### config.mk
export PLATFORM = sky130hd
export DESIGN_NAME = rat_recovery_sequencer
export DESIGN_NICKNAME = d
export VERILOG_FILES = /design/src/rtl/rat_recovery_sequencer_pkg.sv /design/src/rtl/rat_recovery_sequencer_used_mask.sv /design/src/rtl/rat_recovery_sequencer.sv
export SDC_FILE = /design/constraint.sdc
export NUM_CORES = 1
export LEC_CHECK = 0
export ABC_AREA = 1
export BUFFER_PORTS_ARGS = -buffer_cell sky130_fd_sc_hd__clkbuf_2
export CAP_MARGIN = 20
export CORE_MARGIN = 5
export CORE_UTILIZATION = 45
export CTS_BUF_LIST = sky130_fd_sc_hd__clkbuf_16
export DETAILED_ROUTE_END_ITERATION = 8
export PLACE_DENSITY = 0.81
export SLEW_MARGIN = 5
export SYNTH_ARGS = -nofsm -noshare
export SYNTH_HDL_FRONTEND = slang
export SYNTH_SLANG_ARGS = --single-unit
export TNS_END_PERCENT = 1
### constraint.sdc
create_clock -name CLK -period 1.7 [get_ports CLK]
set_clock_uncertainty 0.05 [all_clocks]
set_input_delay 0.17 -clock CLK [delete_from_list [all_inputs] [get_ports CLK]]
set_output_delay 0.17 -clock CLK [all_outputs]
set_load 0.03 [all_outputs]
### src/rtl/rat_recovery_sequencer_pkg.sv
// Shared widths, defaults and FSM encoding for the RAT recovery sequencer.
// Optional perf counters are enabled in the top with RAT_RECOVERY_PERF_EN.
package rat_recovery_sequencer_pkg;

  localparam int NUM_ARCH_REGS_DEF = 35;
  localparam int NUM_PHYS_REGS_DEF = 64;
  localparam int LANES_DEF         = 4;

  // Width helper that never collapses to zero bits for single-entry tables.
  function automatic int clog2_min1(input int value);
    return (value <= 2) ? 1 : $clog2(value);
  endfunction

  localparam int LOG_PHYS = clog2_min1(NUM_PHYS_REGS_DEF);
  localparam int LOG_ARCH = clog2_min1(NUM_ARCH_REGS_DEF);

  typedef enum logic [1:0] {
    ST_IDLE = 2'd0,
    ST_COPY = 2'd1,
    ST_LOAD = 2'd2
  } rec_state_t;

endpackage

### src/rtl/rat_recovery_sequencer_used_mask.sv
// Accumulates the set of physical registers named by the committed RRAT mappings.
// The mask is a plain OR of per-lane one-hot tags; duplicates are not detected.
module recovery_used_mask
  import rat_recovery_sequencer_pkg::*;
#(
  parameter int NUM_PHYS_REGS = NUM_PHYS_REGS_DEF,
  parameter int LANES         = LANES_DEF,
  parameter int TAG_W         = clog2_min1(NUM_PHYS_REGS)
) (
  input  logic                     clk,
  input  logic                     reset,
  input  logic                     clear,
  input  logic                     accumulate,
  input  logic [LANES-1:0]         lane_en,
  input  logic [LANES*TAG_W-1:0]   tags,
  output logic [NUM_PHYS_REGS-1:0] used
);

  logic [NUM_PHYS_REGS-1:0] set_bits;

  always_comb begin
    set_bits = '0;
    for (int i = 0; i < LANES; i++) begin
      if (lane_en[i]) begin
        set_bits[tags[i*TAG_W +: TAG_W]] = 1'b1;
      end
    end
  end

  // Clear wins over accumulate so a restart never keeps stale bits.
  always_ff @(posedge clk) begin
    if (reset || clear) begin
      used <= '0;
    end else if (accumulate) begin
      used <= used | set_bits;
    end
  end

endmodule

### src/rtl/rat_recovery_sequencer.sv
// Walks the RRAT after a flush, copies it into the front-end RAT and reloads the free list.
// Define RAT_RECOVERY_PERF_EN to build the flush and stall-cycle counters.
module rat_recovery_sequencer
  import rat_recovery_sequencer_pkg::*;
#(
  parameter int NUM_ARCH_REGS = NUM_ARCH_REGS_DEF,
  parameter int NUM_PHYS_REGS = NUM_PHYS_REGS_DEF,
  parameter int LANES         = LANES_DEF,
  parameter int LOG_PHYS_W    = clog2_min1(NUM_PHYS_REGS),
  parameter int LOG_ARCH_W    = clog2_min1(NUM_ARCH_REGS)
) (
  input  logic                          CLK,
  input  logic                          RESET,
  input  logic                          flush_req,
  output logic [LANES*LOG_ARCH_W-1:0]   rrat_rd_idx,
  input  logic [LANES*LOG_PHYS_W-1:0]   rrat_rd_data,
  output logic [LANES-1:0]              frat_wr_en,
  output logic [LANES*LOG_ARCH_W-1:0]   frat_wr_idx,
  output logic [LANES*LOG_PHYS_W-1:0]   frat_wr_data,
  output logic                          fl_load,
  output logic [NUM_PHYS_REGS-1:0]      fl_load_mask,
  output logic                          busy,
  output logic                          done,
  output logic [31:0]                   perf_flushes,
  output logic [31:0]                   perf_stall_cycles,
  output logic [1:0]                    dbg_state
);

  // Wide enough to hold base+LANES without wrapping.
  localparam int BASE_W = clog2_min1(NUM_ARCH_REGS + LANES);

  // Handshake: flush_req is a one-cycle pulse sampled at the edge; busy high
  // means the RRAT must stay frozen and rename/retire must hold; done and
  // fl_load are single-cycle pulses in the LOAD cycle.

  rec_state_t               state_q;
  rec_state_t               next_state;
  logic [BASE_W-1:0]        base_q;
  logic [BASE_W-1:0]        lane_idx [LANES];
  logic [LANES-1:0]         lane_live;
  logic [NUM_PHYS_REGS-1:0] used_q;
  logic                     last_group;

  assign dbg_state  = state_q;
  assign last_group = (base_q + BASE_W'(LANES)) >= BASE_W'(NUM_ARCH_REGS);

  always_ff @(posedge CLK) begin
    if (RESET) begin
      state_q <= ST_IDLE;
    end else begin
      state_q <= next_state;
    end
  end

  always_comb begin
    next_state = state_q;
    if (flush_req) begin
      next_state = ST_COPY;
    end else begin
      case (state_q)
        ST_IDLE: next_state = ST_IDLE;
        ST_COPY: next_state = last_group ? ST_LOAD : ST_COPY;
        ST_LOAD: next_state = ST_IDLE;
        default: next_state = ST_IDLE;
      endcase
    end
  end

  always_ff @(posedge CLK) begin
    if (RESET || flush_req) begin
      base_q <= '0;
    end else if (state_q == ST_COPY) begin
      base_q <= base_q + BASE_W'(LANES);
    end
  end

  always_comb begin
    for (int i = 0; i < LANES; i++) begin
      lane_idx[i]  = base_q + BASE_W'(i);
      lane_live[i] = (state_q == ST_COPY) && (lane_idx[i] < BASE_W'(NUM_ARCH_REGS));
    end
  end

  recovery_used_mask #(
    .NUM_PHYS_REGS (NUM_PHYS_REGS),
    .LANES         (LANES),
    .TAG_W         (LOG_PHYS_W)
  ) u_used_mask (
    .clk        (CLK),
    .reset      (RESET),
    .clear      (flush_req),
    .accumulate (state_q == ST_COPY),
    .lane_en    (lane_live),
    .tags       (rrat_rd_data),
    .used       (used_q)
  );

  always_comb begin
    rrat_rd_idx  = '0;
    frat_wr_en   = '0;
    frat_wr_data = '0;
    fl_load      = 1'b0;
    fl_load_mask = '0;
    done         = 1'b0;
    busy         = (state_q != ST_IDLE);
    for (int i = 0; i < LANES; i++) begin
      if (lane_live[i]) begin
        rrat_rd_idx[i*LOG_ARCH_W +: LOG_ARCH_W]  = lane_idx[i][LOG_ARCH_W-1:0];
        frat_wr_en[i]                            = 1'b1;
        frat_wr_data[i*LOG_PHYS_W +: LOG_PHYS_W] = rrat_rd_data[i*LOG_PHYS_W +: LOG_PHYS_W];
      end
    end
    frat_wr_idx = rrat_rd_idx;
    // The aborted pass still reloads the free list if a flush lands on LOAD.
    if (state_q == ST_LOAD) begin
      fl_load      = 1'b1;
      fl_load_mask = ~used_q;
      done         = 1'b1;
    end
  end

`ifdef RAT_RECOVERY_PERF_EN
  logic [31:0] flush_cnt_q;
  logic [31:0] stall_cnt_q;

  always_ff @(posedge CLK) begin
    if (RESET) begin
      flush_cnt_q <= '0;
      stall_cnt_q <= '0;
    end else begin
      if (flush_req) flush_cnt_q <= flush_cnt_q + 32'd1;
      if (busy)      stall_cnt_q <= stall_cnt_q + 32'd1;
    end
  end

  assign perf_flushes      = flush_cnt_q;
  assign perf_stall_cycles = stall_cnt_q;
`else
  assign perf_flushes      = '0;
  assign perf_stall_cycles = '0;
`endif

endmodule
==> results of run 1 <==
==> worst reg2reg max path: cells and delay by family, from the launching register on <==
family / cells / cell delay (ns)
AOI/OAI and AO/OA: 2 / 0.30
buffers and inverters: 4 / 0.59
DFF: 1 / 0.36
and+or+nand+nor: 2 / 0.26
==> metal layers <==
layer / track usage, % / part of all wire, % / vias up
met3: 5.90 / 12 / 97
met5: 0 / 0 / -
met4: 12.0 / 4.9 / 0
met2: 41.8 / 45 / 446
met1: 35.1 / 39 / 3095
li1: - / - / 3426
==> timing repair <==
action | in CTS | in global routing
setup endpoints to repair | 129 | 164
cloned | 1 | 0
buffers inserted | 7 | 8
hold buffers | 1 | 0
pin swaps | 3 | 3
hold endpoints to repair | 1 | 0
gates resized for setup | 162 | 134
==> layout make-up <==
type                       instances  share of cell area [%]
timing repair buffer             204                    23.0
clock buffer                       9                    2.96
multi-input combinational        857                    46.8
tap                              172                    2.83
inverter                         105                    5.31
timing repair inverter             1                   0.115
sequential                        70                    18.5
clock inverter                     7                   0.444
==> path summary, 6_finish.rpt <==
| kind | startpoint | endpoint | slack [ns] | cells past startpoint |
|---|---|---|---|---|
| min reg2reg | u_used_mask.used[51] | u_used_mask.used[51] | 0.40 | 2 |
| min | flush_req | dbg_state[0] | 0.01 | 3 |
| max | dbg_state[0] | frat_wr_data[1] | -0.24 | 9 |
| max reg2reg | dbg_state[0] | u_used_mask.used[31] | 0.08 | 8 |
==> cells by family after synthesis <==
| family | Yosys count | synth area share (%) |
|---|---|---|
| AND/OR/NAND/NOR | 707 | 46.5 |
| buffers and inverters | 235 | 22.7 |
| AO/OA/AOI/OAI | 73 | 6.29 |
| flip-flops | 70 | 23.9 |
| adder cells (fa/ha/maj) | 2 | 0.426 |
| XOR/XNOR | 1 | 0.149 |
| other | 1 | 0.0639 |
==> flip-flops by register name, indices dropped and copies added, names as in the netlist <==
signal,count
u_used_mask.used,64
dbg_state,2
base_q,4
==> synthesized netlist by cell type, types with 2 or more instances <==
cell	instances	area share, %
clkbuf_1	12	0.77
inv_2	4	0.26
dfxtp_1	70	24
a21oi_1	69	5.9
o21ai_0	3	0.26
nand3_1	49	4.2
nand2_1	167	11
ha_1	2	0.43
buf_2	4	0.34
buf_4	108	14
nand4_1	2	0.21
inv_1	101	6.5
buf_6	5	0.96
nor2_1	487	31
==> metrics by stage <==
step	instances	setup TNS, ns	util [%]	hold WS [ns]
6_report	1425	-15.58	59.8	0.00977
3_3_place_gp	1392	0	50.9	0.315
3_5_place_dp	1392	-0.182	50.9	0.320
5_1_grt	1425	-21.11	59.8	0.0253
4_1_cts	1417	-17.11	58.1	0.00495
2_1_floorplan	1162	-24.13	-	0.185
==> layout by cell type, fill, tap and decap left out, types with 13 or more instances in the layout <==
master	n
inv_1	98
buf_4	88
dfxtp_1	66
clkbuf_8	27
nor2_1	465
nand3_1	49
nand2_1	165
a21oi_1	69
buf_6	13
conb_1	74
nor2_4	14
clkbuf_2	43
==> report_power, final <==
part	internal, mW	switching, mW	total (mW)
Clock	0.961	0.709	1.67
Combinational	0.282	0.890	1.17
Sequential	1.66	0.00904	1.67
Total	2.90	1.61	4.51
==> results_dict.tcl, run 1 <==
set metrics [dict create \
    status "complete, but fails checks" \
    violations "setup timing" \
    final_layout_size_suffix_gt1_share_pct 20.4 \
    crit_slowest_cell "dfxtp_2" \
    antenna_left 0 \
    period_needed_ns 1.94 \
    nNetsFinal 1277 \
    synthDistinctLibCells 20 \
    layout.area.seq_um2 1410 \
    power_leakage_nw 3.68 \
    syn_area_um2 5870 \
    yosysWarnings 0 \
    path_delay_family "buffers and inverters" \
    viasPerCell 4.96 \
    h-tree-depth 3 \
    overflow 0 \
    cts_tree "yes" \
    hold_class "input port to flop" \
    timing.final.crit_share_pct 114 \
    clk_path_buf_depth 2 \
    p_per_area_nw_per_um2 593 \
    cts_made_buffers 9 \
    dp_slack_ns -0.0352 \
    place_area_um2 6480 \
    die_width_um 124 \
    yosysSeqAreaShare_pct 23.9 \
    routed_wl_mm 21.5 \
    antenna_found_initial 0 \
    place_congestion 1.03 \
    crit_type "flop to output port" \
    end_kind "output port" \
    die_height_um 124 \
    synth-edff-count 0 \
    tightest_slew_ns 0.540 \
    drt_iter0_drc 838 \
    synthCells 1089 \
    cp.required_ns 1.48 \
    drv_cap 0 \
    synthArstFlopShare_pct 0 \
    crit_fanout 7 \
    area_growth_pct 29.7 \
    port-buffer-count 161 \
    worstPathCellList "inv_2 > nor2_4 > inv_4 > a21oi_4 > buf_6 > inv_8 > buf_12 > nor2_4 > buf_6" \
    cts_sinks 70 \
    hold_viol 0 \
    p_total_mw 4.51 \
    slew_headroom_pct 63.9 \
    num_rows 41 \
    dr.pass1.iters 7 \
    setup_viol 129 \
    synth_ff_type "dfxtp_1" \
    max_freq_mhz 517 \
    ys_ff_latch 70 \
    path_clk_slew_ns 0.06 \
    vias 7064 \
    slew_violations 0 \
    multi_input_area_um2 3560 \
    grt_usage_pct 26.7 \
    cts-root-buf "clkbuf_16" \
    grt_first_pass_wirelength_mm 31.5 \
    insertion_delay_ns 0.35 \
    n_antenna_cell 0 \
    critPathLaunchType "flop" \
    fin_area_um2 7610 \
    n_fill_cell 1244 \
    wl_per_cell_um 15.1 \
    grt_setup_unrepaired "yes" \
    syn_avg_cell_area_um2 5.39 \
    peakVddDrop_mv 0.433 \
    core-area_um2 12700 \
    dp_hpwl_mm 15.0 \
    post-route-drc-count 0 \
    worstPathArrival_ns 1.72 \
    ioPinCount 236 \
    grt_max_degree 65 \
    max_stage_delay_ns 0.36 \
    postLayoutSetupSlackWorst_ns -0.236 \
    start_util_pct 46.1 \
    crit_buf_inv 6 \
    die_area_um2 15400 \
    grt_pass1_vias 6082 \
]
Power figures use the tool's default switching activity.
==> run 2: changes to the inputs <==
--- a/config.mk
+++ b/config.mk
@@ -12,7 +12,7 @@
 export CORE_UTILIZATION = 45
 export CTS_BUF_LIST = sky130_fd_sc_hd__clkbuf_16
 export DETAILED_ROUTE_END_ITERATION = 8
-export PLACE_DENSITY = 0.81
+export PLACE_DENSITY = 0.78
 export SLEW_MARGIN = 5
 export SYNTH_ARGS = -nofsm -noshare
 export SYNTH_HDL_FRONTEND = slang
==> run 2 against run 1 <==
The flow still finishes with violations (setup timing). Critical path depth unchanged. Design area about the same. Die area unchanged. Setup slack improved by 0.026 ns. Clock power increased by 9%. Critical endpoint is now frat_wr_data[9]. Wire length decreased by 1.0%. Critical path type unchanged. Total power increased by 3.1%.
==> results_dict.tcl, run 2 (synthesis gave the netlist of run 1 again) <==
set metrics [dict create \
    status "complete, but fails checks" \
    violations "setup timing" \
    wl_per_cell_um 15.1 \
    ioPinCount 236 \
    dp_hpwl_mm 14.7 \
    dp_cells 1384 \
    slew_headroom_pct 63.6 \
    postLayoutSetupSlackWorst_ns -0.210 \
    top_usage_layer "met2" \
    p_seq_share_pct 35.8 \
    tns_ns -7.41 \
    p_sw_share_pct 34.5 \
    multi_input_area_um2 3600 \
    hold_class "input port to flop" \
    start_util_pct 46.1 \
    area_growth_pct 29.6 \
    drt_iter0_drc 819 \
    grt_max_degree 65 \
    slew_violations 0 \
    vias 6957 \
    die_height_um 124 \
    gr-usage-met2_pct 44.7 \
    peakVddDrop_mv 0.370 \
    routed_wl_mm 21.3 \
    timing.final.crit_share_pct 112 \
    num_rows 41 \
    max_freq_mhz 523 \
    p_total_mw 4.65 \
    cp.required_ns 1.48 \
    clk_path_buf_depth 2 \
    crit_fanout 10 \
    switchingPower_mw 1.61 \
    fin_util_pct 59.8 \
    insertion_delay_ns 0.34 \
    dr.pass1.iters 8 \
    power_leakage_nw 3.63 \
    layout.area.seq_um2 1410 \
    cts_tree "yes" \
    antenna_found_initial 0 \
    core-area_um2 12700 \
    antenna_left 0 \
    path_clk_slew_ns 0.06 \
    critPathLaunchType "flop" \
    cts-root-buf "clkbuf_16" \
    power.internal_mw 3.04 \
    pwr-share-clk_pct 39.1 \
    grt_setup_unrepaired "yes" \
    viasPerCell 4.93 \
    final_common_cell "nor2_1" \
    regMostFlops "u_used_mask.used" \
    grt_pass1_vias 6249 \
    largest_reg_flops 64 \
    end_kind "output port" \
    h-tree-depth 3 \
    fin_area_um2 7600 \
    gr-usage-met3_pct 5.40 \
    cts_made_buffers 9 \
    n_fill_cell 1267 \
    grt_usage_pct 27.0 \
    use_met1_pct 34.8 \
    n_antenna_cell 0 \
    place_area_um2 6420 \
    combPwrFrac_pct 25.1 \
    setup_viol 76 \
    period_needed_ns 1.91 \
    place_congestion 0.985 \
    grt_first_pass_wirelength_mm 32.2 \
    crit_type "flop to output port" \
    overflow 0 \
    p_per_area_nw_per_um2 611 \
    die_area_um2 15400 \
    post-route-drc-count 0 \
    cts_sinks 70 \
    port-buffer-count 161 \
    worstPathArrival_ns 1.69 \
    drv_cap 0 \
    tightest_slew_ns 0.545 \
    final_layout_size_suffix_gt1_share_pct 19.5 \
    final_cell_count_no_fill 1410 \
    final_cell_mix "nor2_1, nand2_1, inv_1" \
    hold_viol 0 \
    nNetsFinal 1263 \
    die_width_um 124 \
]
[run 2: cell count changes in the layout (fill, tap and decap cells not counted), moves of 4 or more]
cell / change
buf_4: -12
buf_6: +10
clkbuf_2: -8
nor2_4: +6
buf_2: -5
nor2_2: -5
buf_8: -4
clkbuf_4: +4
[run 2: power groups by stage]
stage	logic [mW]	clock network, mW	registers (mW)
after floorplan	0.859	0	1.70
after global placement	0.968	0	1.70
after detailed placement	0.971	0	1.70
after CTS	1.06	1.85	1.66
after global routing	1.24	1.91	1.67
final	1.17	1.82	1.67
[run 2: stage by stage]
step / hold WS (ns) / setup WS, ns
final: 0.0152 / -0.210
after global routing: 0.0337 / -0.258
after CTS: 0.0146 / -0.243
after detailed placement: 0.308 / -0.0596
after global placement: 0.295 / -0.0402
after floorplan: 0.185 / -0.295
[run 2: final timing paths]
path	startpoint	endpoint	slack, ns	depth (start not counted)
max	base_q[3]	frat_wr_data[9]	-0.21	9
min	flush_req	dbg_state[0]	0.02	3
max reg2reg	base_q[5]	u_used_mask.used[25]	0.06	7
min reg2reg	u_used_mask.used[12]	u_used_mask.used[12]	0.40	2
[run 2: area by class of cell]
| type | instances | share of cell area, % |
|---|---|---|
| Sequential cell | 70 | 18.5 |
| Multi-Input combinational cell | 857 | 47.3 |
| Inverter | 105 | 5.38 |
| Clock inverter | 6 | 0.707 |
| Tap cell | 172 | 2.83 |
| Timing Repair Buffer | 189 | 22.1 |
| Timing Repair inverter | 2 | 0.230 |
| Clock buffer | 9 | 2.96 |
[run 2: timing repair]
item	in CTS	in global routing
setup buffers	7	1
pin swaps	5	3
gates cloned	2	0
setup endpoints to repair	129	166
endpoints found under the hold margin	1	0
hold buffers	1	0
resized for setup	174	148
[run 2: worst max-delay path, cell delays in order (launching register included)]
cell     delay (ns)
dfxtp_2        0.32
inv_2          0.07
ha_4           0.15
nand2_4        0.05
a21oi_4        0.14
buf_12         0.16
buf_6          0.12
inv_8          0.08
nor2_4         0.11
buf_6          0.14
[run 2: layer usage]
| metal | vias to the layer above | part of all wire (%) |
|---|---|---|
| li1 | 3398 | - |
| met1 | 3089 | 39 |
| met2 | 411 | 47 |
| met3 | 59 | 11 |
| met4 | 0 | 2.9 |
| met5 | - | 0 |
==> run 3: changes to the inputs <==
--- a/config.mk
+++ b/config.mk
@@ -9,10 +9,10 @@
 export BUFFER_PORTS_ARGS = -buffer_cell sky130_fd_sc_hd__clkbuf_2
 export CAP_MARGIN = 20
 export CORE_MARGIN = 5
-export CORE_UTILIZATION = 45
+export CORE_UTILIZATION = 50
 export CTS_BUF_LIST = sky130_fd_sc_hd__clkbuf_16
 export DETAILED_ROUTE_END_ITERATION = 8
-export PLACE_DENSITY = 0.78
+export PLACE_DENSITY = 0.82
 export SLEW_MARGIN = 5
 export SYNTH_ARGS = -nofsm -noshare
 export SYNTH_HDL_FRONTEND = slang
==> constraint.sdc (replaced) <==
create_clock -name CLK -period 1.8 [get_ports CLK]
set_clock_uncertainty 0.05 [all_clocks]
set_input_delay 0.18 -clock CLK [delete_from_list [all_inputs] [get_ports CLK]]
set_output_delay 0.18 -clock CLK [all_outputs]
set_load 0.03 [all_outputs]
==> run 3 against run 2 <==
The flow still finishes with violations (setup timing). Core utilization grew 3.6 points. Hold slack gained 0.0095 ns. Sequential power shrank 6%. First-iteration DRC count grew 10%. Critical path depth shrank 2. Via count grew 1.4%. Largest power group unchanged.
==> results_dict.tcl, run 3 (synthesis gave the netlist of run 1 again) <==
set metrics [dict create \
    wl_per_cell_um 15.8 \
    area_growth_pct 23.9 \
    clk_path_buf_depth 2 \
    grt_pass1_vias 6355 \
    drt_iter0_drc 902 \
    vias 7055 \
    critPathLaunchType "flop" \
    dp_cells 1349 \
    final_cell_mix "nor2_1, nand2_1, inv_1" \
    peakVddDrop_mv 0.460 \
    max_stage_delay_ns 0.34 \
    largest_reg_flops 64 \
    drt-met1-wl_mm 8.30 \
    met2_wirelength_mm 9.74 \
    p_per_area_nw_per_um2 669 \
    cts_tree "yes" \
    num_rows 39 \
    worstPathArrival_ns 1.72 \
    crit_fanout 8 \
    h-tree-depth 3 \
    max_freq_mhz 513 \
    layout.area.seq_um2 1410 \
    cts-root-buf "clkbuf_16" \
    grt_max_degree 65 \
    critical_path.startpoint "base_q[4]" \
    dr.max_layer_used "met4" \
    tns_ns -4.79 \
    crit_slowest_cell "dfxtp_1" \
    final_common_cell "nor2_1" \
    timing.final.crit_share_pct 108 \
    n_fill_cell 1122 \
    rrSetupSlack_ns 0.09 \
    worstPathCellList "inv_1 > nand2_4 > a21oi_4 > buf_12 > buf_6 > buf_12 > clkbuf_8" \
    slew_headroom_pct 60.3 \
    period_needed_ns 1.95 \
    cp.required_ns 1.57 \
    holdCritStartpoint "flush_req" \
    grt_first_pass_wirelength_mm 33.1 \
    die_width_um 118 \
    post-route-drc-count 0 \
    cts_sinks 70 \
    hold_class "input port to flop" \
    multi_input_area_um2 3490 \
    port-buffer-count 161 \
    die_height_um 118 \
    grt_setup_unrepaired "yes" \
    viasPerCell 5.12 \
    final_layout_size_suffix_gt1_share_pct 18.4 \
    routed_wl_mm 21.7 \
    end_kind "output port" \
    final_cell_count_no_fill 1378 \
    crit_type "flop to output port" \
    overflow 0 \
    die_area_um2 14000 \
    nNetsFinal 1259 \
    setup_viol 43 \
    tightest_slew_ns 0.593 \
    antenna_left 0 \
    dr.pass1.iters 6 \
    place_congestion 0.995 \
    status "complete, but fails checks" \
    hold_viol 0 \
    violations "setup timing" \
    start_util_pct 51.2 \
    ioPinCount 236 \
    r2r_start "base_q[4]" \
    cts_made_buffers 9 \
    grt_usage_pct 29.1 \
    n_antenna_cell 0 \
    slew_violations 0 \
    insertion_delay_ns 0.35 \
    antenna_found_initial 0 \
    drv_cap 0 \
    dp_hpwl_mm 14.4 \
    wl_met3_mm 2.71 \
    path_clk_slew_ns 0.07 \
    crit_top_cell "buf_12" \
    core-area_um2 11500 \
    regMostFlops "u_used_mask.used" \
    p_total_mw 4.87 \
    power_leakage_nw 3.61 \
    postLayoutSetupSlackWorst_ns -0.149 \
]
==> run 3: worst max-delay path: cells and delay by family, from the launching register on <==
family          cells  cell delay, ns
flops               1            0.34
simple gates        1            0.08
buf+inv             5            0.79
compound gates      1            0.16
==> run 3: routing by layer <==
layer	up-vias	global-route usage, %
met5	-	0
met3	93	7.07
met2	518	47.1
met4	0	12.2
met1	3053	37.0
li1	3391	-
==> run 3: path summary, 6_finish.rpt <==
path	to	cells after the start
setup reg to reg	u_used_mask.used[24]	9
hold reg to reg	u_used_mask.used[46]	2
hold / removal	dbg_state[0]	3
setup / recovery	frat_wr_en[0]	7
==> run 3: per-stage QoR <==
stage	worst slack [ns]	cell area (um2)	utilization, %	hold slack, ns
floorplan	-0.205	6170	-	0.195
global placement	0.0156	6350	55.4	0.308
detailed placement	-0.0280	6350	55.4	0.309
CTS	-0.146	7120	62.1	0.0465
global route	-0.179	7270	63.4	0.0630
finish	-0.149	7270	63.4	0.0247
==> run 3: repair_timing <==
item | in CTS | in global routing
endpoints found under the setup margin | 105 | 156
hold buffers | 1 | 0
gates cloned | 3 | 0
buffers inserted | 7 | 2
resized for setup | 80 | 171
pin swaps | 3 | 3
endpoints found under the hold margin | 1 | 0
==> run 3: power by group <==
| group | switching, mW | total [mW] | internal (mW) |
|---|---|---|---|
| registers | 0.00772 | 1.57 | 1.56 |
| logic | 0.833 | 1.08 | 0.248 |
| clock network | 0.726 | 2.21 | 1.49 |
| total | 1.57 | 4.87 | 3.30 |
==> run 3: layout make-up <==
cell class                 instances  share of cell area, %
timing repair inverter             1                 0.0860
inverter                         105                   5.68
clock inverter                     7                   1.88
clock buffer                       9                   3.10
multi-input combinational        857                   48.1
tap                              143                   2.46
sequential                        70                   19.3
timing repair buffer             186                   19.4
